===== config.mk =====
export PLATFORM = sky130hd
export DESIGN_NAME = stage_controller
export DESIGN_NICKNAME = d
export VERILOG_FILES = /design/src/rtl/stage_ctrl_pkg.sv /design/src/rtl/stage_timer.sv /design/src/rtl/stage_controller.sv
export SDC_FILE = /design/constraint.sdc
export NUM_CORES = 1
export LEC_CHECK = 0
export ABC_AREA = 1
export CAP_MARGIN = 10
export CORE_UTILIZATION = 51
export CTS_BUF_LIST = sky130_fd_sc_hd__clkbuf_8
export CTS_CLUSTER_DIAMETER = 80
export DETAILED_ROUTE_END_ITERATION = 8
export PLACE_DENSITY = 0.83
export SYNTH_ARGS = -nofsm -noshare
export SYNTH_HDL_FRONTEND = slang
export SYNTH_HIERARCHICAL = 1
export SYNTH_SLANG_ARGS = --single-unit

===== constraint.sdc =====
create_clock -name clock -period 1.75 [get_ports clock]
set_clock_uncertainty 0.2 [all_clocks]
set_input_delay 0.175 -clock clock [delete_from_list [all_inputs] [get_ports clock]]
set_output_delay 0.175 -clock clock [all_outputs]
set_load 0.005 [all_outputs]

===== src/rtl/stage_ctrl_pkg.sv =====
// stage_ctrl_pkg: shared state encoding and default parameters for the stage controller
package stage_ctrl_pkg;
    typedef enum logic [2:0] {
        S_IDLE    = 3'd0,
        S_LOAD    = 3'd1,
        S_PLAY    = 3'd2,
        S_CLEARED = 3'd3,
        S_OVER    = 3'd4,
        S_WIN     = 3'd5
    } state_t;
    localparam int DEF_NUM_STAGES  = 4;
    localparam int DEF_TIMER_W     = 8;
    localparam int DEF_STAGE_TIME  = 100;
    localparam int DEF_LOAD_CYCLES = 2;
    localparam int DEF_CLEAR_HOLD  = 4;
endpackage


===== src/rtl/stage_timer.sv =====
// stage_timer: loadable down-counter that saturates at zero
module stage_timer #(
    parameter int W = 8
) (
    input  logic         clock,
    input  logic         reset,
    input  logic         load,
    input  logic [W-1:0] load_value,
    input  logic         enable,
    output logic [W-1:0] count,
    output logic         is_one
);
    logic [W-1:0] count_q, count_d;
    always_comb count_d = load ? load_value : (enable && count_q != '0) ? count_q - 1'b1 : count_q;
    always_ff @(posedge clock or negedge reset) begin
        if (!reset) count_q <= '0;
        else        count_q <= count_d;
    end
    assign count  = count_q;
    assign is_one = count_q == W'(1);
endmodule


===== src/rtl/stage_controller.sv =====
// stage_controller: stage sequencing FSM driving the stage register and a per-stage countdown
module stage_controller
    import stage_ctrl_pkg::*;
#(
    parameter int NUM_STAGES  = DEF_NUM_STAGES,
    parameter int TIMER_W     = DEF_TIMER_W,
    parameter int STAGE_TIME  = DEF_STAGE_TIME,
    parameter int LOAD_CYCLES = DEF_LOAD_CYCLES,
    parameter int CLEAR_HOLD  = DEF_CLEAR_HOLD
) (
    input  logic               clock,
    input  logic               reset,
    input  logic               start,
    input  logic               stage_clear,
    input  logic               stage_fail,
    output logic               stageon,
    output logic [1:0]         stage_num,
    output logic [TIMER_W-1:0] time_left,
    output logic               busy,
    output logic               game_over,
    output logic               game_win
);
    localparam int CW = $clog2((LOAD_CYCLES > CLEAR_HOLD ? LOAD_CYCLES : CLEAR_HOLD) + 1);
    localparam logic [CW-1:0] LOAD_LAST  = CW'(LOAD_CYCLES - 1);
    localparam logic [CW-1:0] HOLD_LAST  = CW'(CLEAR_HOLD - 1);
    localparam logic [1:0]    LAST_STAGE = 2'(NUM_STAGES - 1);

    state_t        state_q, state_d;
    logic [CW-1:0] cnt_q, cnt_d;
    logic [1:0]    stage_q, stage_d;
    logic          tmr_load, tmr_en, tmr_one;

    // the timer is loaded on the last LOAD cycle so PLAY opens with a full STAGE_TIME
    stage_timer #(.W(TIMER_W)) u_timer (
        .clock      (clock),
        .reset      (reset),
        .load       (tmr_load),
        .load_value (TIMER_W'(STAGE_TIME)),
        .enable     (tmr_en),
        .count      (time_left),
        .is_one     (tmr_one)
    );

    always_comb begin
        state_d  = state_q;
        cnt_d    = cnt_q;
        stage_d  = stage_q;
        tmr_load = 1'b0;
        tmr_en   = state_q == S_PLAY && !stage_fail && !stage_clear;
        case (state_q)
            S_IDLE, S_OVER, S_WIN: begin
                if (start) begin
                    state_d = S_LOAD;
                    cnt_d   = '0;
                    stage_d = '0;
                end
            end
            S_LOAD: begin
                if (cnt_q == LOAD_LAST) begin
                    state_d  = S_PLAY;
                    tmr_load = 1'b1;
                end else cnt_d = cnt_q + 1'b1;
            end
            S_PLAY: begin
                if (stage_fail) state_d = S_OVER;
                else if (stage_clear) begin
                    state_d = S_CLEARED;
                    cnt_d   = '0;
                end else if (tmr_one) state_d = S_OVER;
            end
            S_CLEARED: begin
                if (cnt_q != HOLD_LAST) cnt_d = cnt_q + 1'b1;
                else if (stage_q == LAST_STAGE) state_d = S_WIN;
                else begin
                    state_d = S_LOAD;
                    cnt_d   = '0;
                    stage_d = stage_q + 2'd1;
                end
            end
            default: state_d = S_IDLE;
        endcase
    end

    always_ff @(posedge clock or negedge reset) begin
        if (!reset) begin
            state_q <= S_IDLE;
            cnt_q   <= '0;
            stage_q <= '0;
        end else begin
            state_q <= state_d;
            cnt_q   <= cnt_d;
            stage_q <= stage_d;
        end
    end

    assign stageon   = state_q inside {S_PLAY, S_CLEARED, S_OVER, S_WIN};
    assign busy      = state_q inside {S_LOAD, S_PLAY, S_CLEARED};
    assign game_over = state_q == S_OVER;
    assign game_win  = state_q == S_WIN;
    assign stage_num = stage_q;
endmodule


==> results of run 1 <==
stage by stage:
stage | instances | hold slack (ns) | cell area, µm² | util, % | total power [mW]
2_1_floorplan | 210 | -0.321 | 1380 | - | 1.99
3_3_place_gp | 269 | 0.297 | 1680 | 67.2 | 2.61
3_5_place_dp | 269 | 0.311 | 1680 | 67.2 | 2.65
4_1_cts | 277 | 0.0413 | 1780 | 71.1 | 3.06
5_1_grt | 281 | 0.0807 | 1900 | 76.0 | 3.67
6_report | 281 | 0.0340 | 1900 | 76.0 | 3.37
timing repair:
action / in CTS / in global routing
hold endpoints to repair: 0 / 0
hold buffers: 0 / 0
buffers inserted: 4 / 4
pin swaps: 1 / 6
endpoints found under the setup margin: 7 / 19
gates resized for setup: 14 / 33
cells by family after synthesis:
logic type,Yosys count
DFF,16
AOI/OAI and AO/OA,19
adders and majority gates,10
xor gates and xnor gates,1
and+or+nand+nor,128
buffers and inverters,28
other,2
cell type report:
class / count / area (µm²)
multi-input combinational: 166 / 950
clock buffer: 4 / 55.1
tap: 30 / 37.5
fill: 181 / 601
timing repair buffer: 39 / 345
sequential: 16 / 402
inverter: 26 / 110
state kept, by name, summed over array words and instances (netlist names):
name / cells
cnt_q: 3
stage_num: 2
state_q: 3
u_timer/count: 8
path summary, 6_finish.rpt:
| path | endpoint | slack [ns] | cells after the start |
|---|---|---|---|
| worst max-delay path | state_q[0]$_DFFE_PN0P_ | -0.003 | 9 |
| worst min-delay path | stage_num[0]$_DFFE_PN0P_ | 0.03 | 2 |
| worst max register to register | state_q[0]$_DFFE_PN0P_ | -0.003 | 9 |
| worst min register to register | stage_num[1]$_DFFE_PN0P_ | 0.33 | 2 |
| max in group asynchronous | state_q[0]$_DFFE_PN0P_ | 1.11 | 2 |
| min in group clock | stage_num[1]$_DFFE_PN0P_ | 0.33 | 2 |
power by group:
part           switching, mW  total (mW)  leakage, nW  internal, mW
registers              0.204       0.731        0.205         0.527
clock network          0.147       0.348       0.0288         0.200
logic                   1.27        2.29        0.742          1.02
worst max-delay path: stages (launching register included):
cell and delay [ns]:
dfrtp_1 0.42, nor2_2 0.18, nand2_1 0.18, nor2_1 0.16, nor2_1 0.07, nand2_1 0.09, nand2_1 0.08, nor2_2 0.16
nand2_1 0.08, nand2_1 0.07
cells in the final DEF (no fill, tap or decap), drive strengths merged:
master	netlist	routed
nand2	74	74
inv	26	26
nor2	24	24
buf	1	23
nand3	21	21
dfrtp	16	16
clkdlybuf4s50	0	14
o21ai	11	11
ha	10	10
conb	2	8
a21oi	5	5
clkbuf	0	4
nor3	4	4
nand3b	2	2
nand4	2	2
o22ai	2	2
or2	1	1
o21a	1	1
dlygate4sd2	0	1
clkdlybuf4s15	0	1
xnor2	1	1
layer usage:
layer  global-route usage, %  up-vias  wire (µm)
li1                        -      730          -
met3                    4.52       11        186
met4                    8.77        0         64
met5                       0        -          0
met1                    30.7      662       1510
met2                    40.3       52       1700
==> run metrics, run 1 <==
post-synthesis mux area share=0%; Avg Cell Area, Syn=roughly 6.7 µm²; Peak VDD IR=0.00130 V; # port buffers=18; core area=between 0.002 and 0.0025 mm²; cell area after synthesis=roughly 0.0014 mm²; root buffer cell=clkbuf_8; asr flop ratio synth=100%; area grow syn2layout=39.5%; top_reg_cell synth=dfrtp_1; crit path from=u_timer/count[4]$_DFFE_PN0P_; Site Rows=18; Setup crit start kind=flop; RSZ-0062 raised after global routing=yes; mean routed wirelength per cell=12.3 µm; top-count cell post-synth=nand2_1; Yosys Warn Count=6; Fmax achieved=about 0.57 GHz; Max-cap violations=0; Worst Path Required=between 1.5 and 2 ns; top post-synthesis cells by area=dfrtp_1, nand2_1, ha_1; CTS tree=built; failing checks=setup timing; antenna violations before repair=0; DP Wirelength=2160 µm; clk slew on worst S/H paths=0.07 ns; vias in the first global route=1225; post-synthesis xor/xnor area fraction=less than 1%; pwr/cell area=1770 mW/mm²; Slew Viols, Final=0; Adder-Cell Fraction of Synth Area=under 10%; Simple-Gate Fraction of Synth Area=a little over two fifths; Vias=1455; area leader, netlist=dfrtp_1; layout net count=267; antenna cells=0; Pleak=between 0.9 and 1 nW; outcome=finished with violations; layout cell share with drive strength beyond 1=25.9%; Routed Wire Length=3460 µm; first-pass GRT wire length=5080 µm; Final Hold Vio Count=0; fin crit share=100%; Mapped Cells=204; minimum clock period=1.75 ns; total CTS buffers=3; sequential area share after synthesis=around 29%; initial core utilization=54.5%; io pins=19; Synth Area in Compound Gates=a little under a tenth; DRT iter0 DRCs=between 40 and 50; Hold WC Path Type=input port to async pin; worst slack at placement=-0.00629 ns; Synth top area share=slightly below 30%; Die W=roughly 54 µm; launch point of the worst reg-to-reg path=u_timer/count[4]$_DFFE_PN0P_; Routed Antenna Nets=0; Yosys cell types=27; Die ar.=0.00288 mm²; CTS Buffer Depth=2; # setup viols final=2; post-synthesis register bit count=16; number of synthesized flops with an enable pin=0; DRT Pass-1 Iters=4; WS Path Type=flop to flop; GPL Wtd Cong=between 0.8 and 0.9; CP Data Arrival Time=roughly 1.8 ns; Die Y=53.7 µm; most common library cells after synthesis=nand2_1, inv_1, nor2_1; final setup margin=-0.00286 ns; largest net degree at the start of global routing=17; DRC violations left=0; Total GRT Usage=between 20% and 30%; remaining global-route overflow=0; clk_lat worst skew=0.26 ns; Setup TNS Final=-0.00367 ns; crit path capture type=flop; CP max FO=4; combinational family with the most area after synthesis=simple AND/OR/NAND/NOR gates; CTS HTree Levels=1; clock sink count=16; Vias/cell=5.18
Note: power is estimated with default switching activity, not from simulation.
==> inputs of run 2 (changes only) <==
- CORE_UTILIZATION: 51 -> 45
- PLACE_DENSITY: 0.83 -> 0.75
==> run 2 against run 1 <==
The flow finishes with violations (DRC); critical path type is now flop to output port; combinational power fell by 9.2%; maximum frequency up 1.8%; global-route usage is 4.0 points lower; flip-flop and latch count unchanged.
==> run metrics, run 2 (synthesized netlist as in run 1, its figures left out) <==
outcome=finished with violations; failing checks=DRC; Max-cap violations=0; Final Hold Vio Count=0; Vias=1369; Hold WC Path Type=input port to async pin; pwr/cell area=between 1500 and 2000 mW/mm²; DRT iter0 DRCs=46; Slew Viols, Final=0; layout net count=about 270; Pleak=0.954 nW; CP max FO=3; Design Area, Final=0.00182 mm²; Site Rows=19; Largest register FFs=8; DP Wirelength=2200 µm; area grow syn2layout=33.4%; vias in the first global route=approximately 1200; Die W=between 50 and 60 µm; RSZ-0062 raised after global routing=yes; Setup crit start kind=flop; most frequent cells in the layout=nand2_1, inv_1, nor2_1, nand3_1, buf_4; DRC violations left=2; FILL cells=roughly 250; clk_lat worst skew=roughly 0.26 ns; CTS HTree Levels=1; Die ar.=~0.0032 mm²; minimum clock period=1.72 ns; GPL Wtd Cong=0.827; Peak VDD IR=around 0.00091 V; Total GRT Usage=around a fifth; Placed Area=0.00169 mm²; Worst Path Required=between 1 and 1.5 ns; first-pass GRT wire length=5090 µm; total power=3.13 mW; Fmax achieved=between 0.5 and 0.6 GHz; mean routed wirelength per cell=around 11 µm; Die Y=57 µm; CTS Buffer Depth=2; worst reg2reg setup slack=about 0.040 ns; initial core utilization=48.5%; Routed Wire Length=a little over 3000 µm; crit path capture type=output port; hold_buf cts=0; core area=approximately 0.0028 mm²; root buffer cell=clkbuf_8; Vias/cell=4.89; # setup viols final=0; antenna cells=0; total CTS buffers=3; clock sink count=16; DRT Pass-1 Iters=6; CTS tree=built; layout cell share with drive strength beyond 1=a little under a quarter; fin crit share=a little under 100%; commonest non-fill, non-tap cell in the layout=nand2_1; WS Path Type=flop to output port; Routed Antenna Nets=0; antenna violations before repair=0; Setup TNS Final=0 ns; # port buffers=18; largest net degree at the start of global routing=17; remaining global-route overflow=0; clk slew on worst S/H paths=approximately 0.070 ns; CP Data Arrival Time=between 1 and 1.5 ns; io pins=19
-- run 2: changes by cell type in the layout (fill, tap and decap cells not counted), moves of 2 or more --
cell      before  now
buf_2          2    0
buf_6          3    1
clkbuf_2       0    2
inv_2          4    6
nand2_1       67   69
nand2_2        5    3
nand3_1       16   18
-- run 2: critical path: stages, from the launching register on --
cell,delay (ns)
dfrtp_1,0.40
buf_4,0.14
buf_4,0.13
nor2_2,0.12
nor2_1,0.04
dlygate4sd2_1,0.25
-- run 2: area by class of cell --
cell class | count | area [µm²] | area share, %
multi-input combinational | 166 | 901 | 49.6
timing repair buffer | 37 | 318 | 17.5
clock buffer | 4 | 55.1 | 3.03
inverter | 26 | 100 | 5.51
sequential | 16 | 403 | 22.2
tap | 31 | 38.8 | 2.14
-- run 2: metal layers --
| metal | vias to the layer above | global-route usage (%) | part of all wire, % |
|---|---|---|---|
| li1 | 725 | - | - |
| met1 | 621 | 25.0 | 48 |
| met2 | 18 | 33.1 | 47 |
| met3 | 5 | 4.54 | 3.2 |
| met4 | 0 | 9.76 | 1.7 |
| met5 | - | 0 | 0 |
-- run 2: final timing paths --
check	startpoint	cells after the start	to
max in group asynchronous	reset	2	state_q[0]$_DFFE_PN0P_
min reg2reg	stage_num[1]$_DFFE_PN0P_	2	stage_num[1]$_DFFE_PN0P_
max reg2reg	state_q[1]$_DFFE_PN0P_	9	u_timer/count[1]$_DFFE_PN0P_
max	state_q[1]$_DFFE_PN0P_	5	busy
min	reset	2	stage_num[0]$_DFFE_PN0P_
min in group clock	stage_num[1]$_DFFE_PN0P_	2	stage_num[1]$_DFFE_PN0P_
-- run 2: power by group --
group	switching [mW]	internal (mW)
registers	0.188	0.530
clock network	0.138	0.200
logic	1.14	0.935
total	1.47	1.66
-- run 2: timing repair --
action | CTS | global route
gates cloned | 0 | 0
resized for setup | 8 | 20
pin swaps | 1 | 3
hold endpoints to repair | 0 | 0
buffers inserted | 2 | 3
setup endpoints to repair | 7 | 19
-- run 2: stage by stage --
| step | hold WS (ns) | utilization, % | worst slack (ns) | std cells |
|---|---|---|---|---|
| final | 0.0432 | 64.7 | 0.0280 | 280 |
| after global routing | 0.0651 | 64.7 | -0.0520 | 280 |
| after CTS | 0.0502 | 62.8 | -0.137 | 277 |
| after detailed placement | 0.302 | 60.2 | 0.00273 | 271 |
| after global placement | 0.288 | 60.2 | -0.000422 | 271 |
| after floorplan | -0.321 | - | 0.0462 | 210 |
==> inputs of run 3 (changes only) <==
- GPL_TIMING_DRIVEN: unset -> 0
==> run 3 against run 2 <==
The run ends with DRC, setup timing left; utilization fell by 0.45 points; flip-flop and latch count did not move; first-iteration DRC count fell by 35%; global-route usage fell by 1.0 points; register-to-register slack got worse by 0.05 ns; routed wire length rose by 2.3%; sequential power fell by 1%; via count fell by 0.73%; largest power group unchanged.
==> run metrics, run 3 (synthesized netlist as in run 1, its figures left out) <==
commonest non-fill, non-tap cell in the layout=nand2_1; crit path from=cnt_q[1]$_DFFE_PN0P_; io pins=19; CTS tree=built; Routed Wire Length=3140 µm; mean routed wirelength per cell=~11 µm; layout net count=around 260; fin crit share=100%; remaining global-route overflow=0; outcome=finished with violations; antenna cells=0; Worst-Margin Slew=between 0.7 and 0.8 ns; Routed Antenna Nets=0; crit path capture type=flop; slew margin rel.=approximately half; DRT Pass-1 Iters=6; clk_lat worst skew=about 0.25 ns; most frequent cells in the layout=nand2_1, inv_1, nor2_1; worst slack at placement=-0.266 ns; Slew Viols, Final=0; CP max FO=8; clock sink count=16; root buffer cell=clkbuf_8; Die Y=~57 µm; Hold WC Path Type=input port to async pin; Final Hold Vio Count=0; largest net degree at the start of global routing=17; Placed Area=0.00160 mm²; # port buffers=18; Setup crit start kind=flop; Peak VDD IR=slightly below 0.001 V; Design Area, Final=0.00180 mm²; Max-cap violations=0; Vias=roughly 1400; Largest register FFs=8; hold_buf cts=0; CTS Buffer Depth=2; Vias/cell=just under 5; failing checks=DRC, setup timing; Fmax achieved=0.569 GHz; pwr/cell area=around 1700 mW/mm²; Worst Path Required=about 1.7 ns; core area=about 0.0028 mm²; RSZ-0062 raised after global routing=yes; clk slew on worst S/H paths=0.07 ns; area grow syn2layout=32.4%; vias in the first global route=between 1000 and 1500; Total GRT Usage=19.1%; DP Wirelength=2080 µm; DRT iter0 DRCs=30; Setup TNS Final=-0.0174 ns; total CTS buffers=3; launch point of the worst reg-to-reg path=cnt_q[1]$_DFFE_PN0P_; antenna violations before repair=0; # setup viols final=3; DRC violations left=2; first-pass GRT wire length=approximately 4800 µm; layout cell share with drive strength beyond 1=22.2%; CP Data Arrival Time=about 1.7 ns; GPL Wtd Cong=between 0.8 and 0.9; Pleak=0.937 nW; final setup margin=-0.00773 ns; WS Path Type=flop to flop; CTS HTree Levels=1; Die W=roughly 57 µm; minimum clock period=1.76 ns; Die ar.=~0.0032 mm²; initial core utilization=between 40 and 50%; Site Rows=19
run 3: cell types whose count changed in the layout (fill, tap and decap cells not counted), moves of 2 or more:
cell / before / now
buf_4: 18 / 10
dfrtp_1: 14 / 16
dfrtp_2: 2 / 0
dlygate4sd2_1: 1 / 3
nand2_1: 69 / 67
nand2_2: 3 / 6
nand3_1: 18 / 16
run 3: where the power goes:
group | total (mW) | internal (mW) | switching [mW] | leakage (nW)
Combinational | 2.10 | 0.895 | 1.20 | 0.702
Clock | 0.345 | 0.200 | 0.145 | 0.0288
Sequential | 0.710 | 0.524 | 0.186 | 0.206
Total | 3.15 | 1.62 | 1.53 | 0.937
run 3: metrics by stage:
stage / util [%] / cells / hold slack (ns) / power, mW
after floorplan: - / 210 / -0.321 / 1.99
after global placement: 57.1 / 259 / 0.290 / 2.53
after detailed placement: 57.1 / 259 / 0.297 / 2.55
after CTS: 61.3 / 269 / 0.202 / 2.97
after global routing: 64.3 / 274 / 0.259 / 3.43
final: 64.3 / 274 / 0.164 / 3.15
run 3: worst paths after layout:
check	endpoint	slack, ns	depth (start not counted)
setup / recovery	u_timer/count[4]$_DFFE_PN0P_	-0.008	11
hold / removal	stage_num[0]$_DFFE_PN0P_	0.16	1
setup reg to reg	u_timer/count[4]$_DFFE_PN0P_	-0.008	11
hold reg to reg	stage_num[1]$_DFFE_PN0P_	0.31	2
max in group asynchronous	state_q[0]$_DFFE_PN0P_	0.71	1
min in group clock	stage_num[1]$_DFFE_PN0P_	0.31	2
run 3: critical path, cell delays in order (launching register included):
cell	delay, ns
dfrtp_1	0.40
inv_1	0.06
ha_2	0.16
inv_2	0.04
nor2_4	0.12
nand3_4	0.10
inv_4	0.09
clkinvlp_4	0.20
nand3_2	0.11
nand2_1	0.05
nand2_1	0.07
o21ai_2	0.05
run 3: area by class of cell:
| type | instances | area (µm²) |
|---|---|---|
| fill | 251 | 1000 |
| multi-input combinational | 167 | 942 |
| sequential | 16 | 400 |
| timing repair buffer | 28 | 246 |
| inverter | 26 | 104 |
| clock buffer | 4 | 55.1 |
| tap | 31 | 38.8 |
| buffer | 2 | 16.3 |
run 3: metal layers:
metal | share of wire (%) | up-vias | global-route usage [%]
met4 | 1.5 | 0 | 8.36
met2 | 48 | 15 | 28.4
met3 | 1.7 | 4 | 2.72
met1 | 49 | 628 | 27.7
met5 | 0 | - | 0
li1 | - | 712 | -
run 3: what timing repair did:
action | in CTS | in global routing
setup endpoints to repair | 12 | 17
cloned | 0 | 1
pin swaps | 0 | 4
buffers inserted | 6 | 4
gates resized for setup | 11 | 22
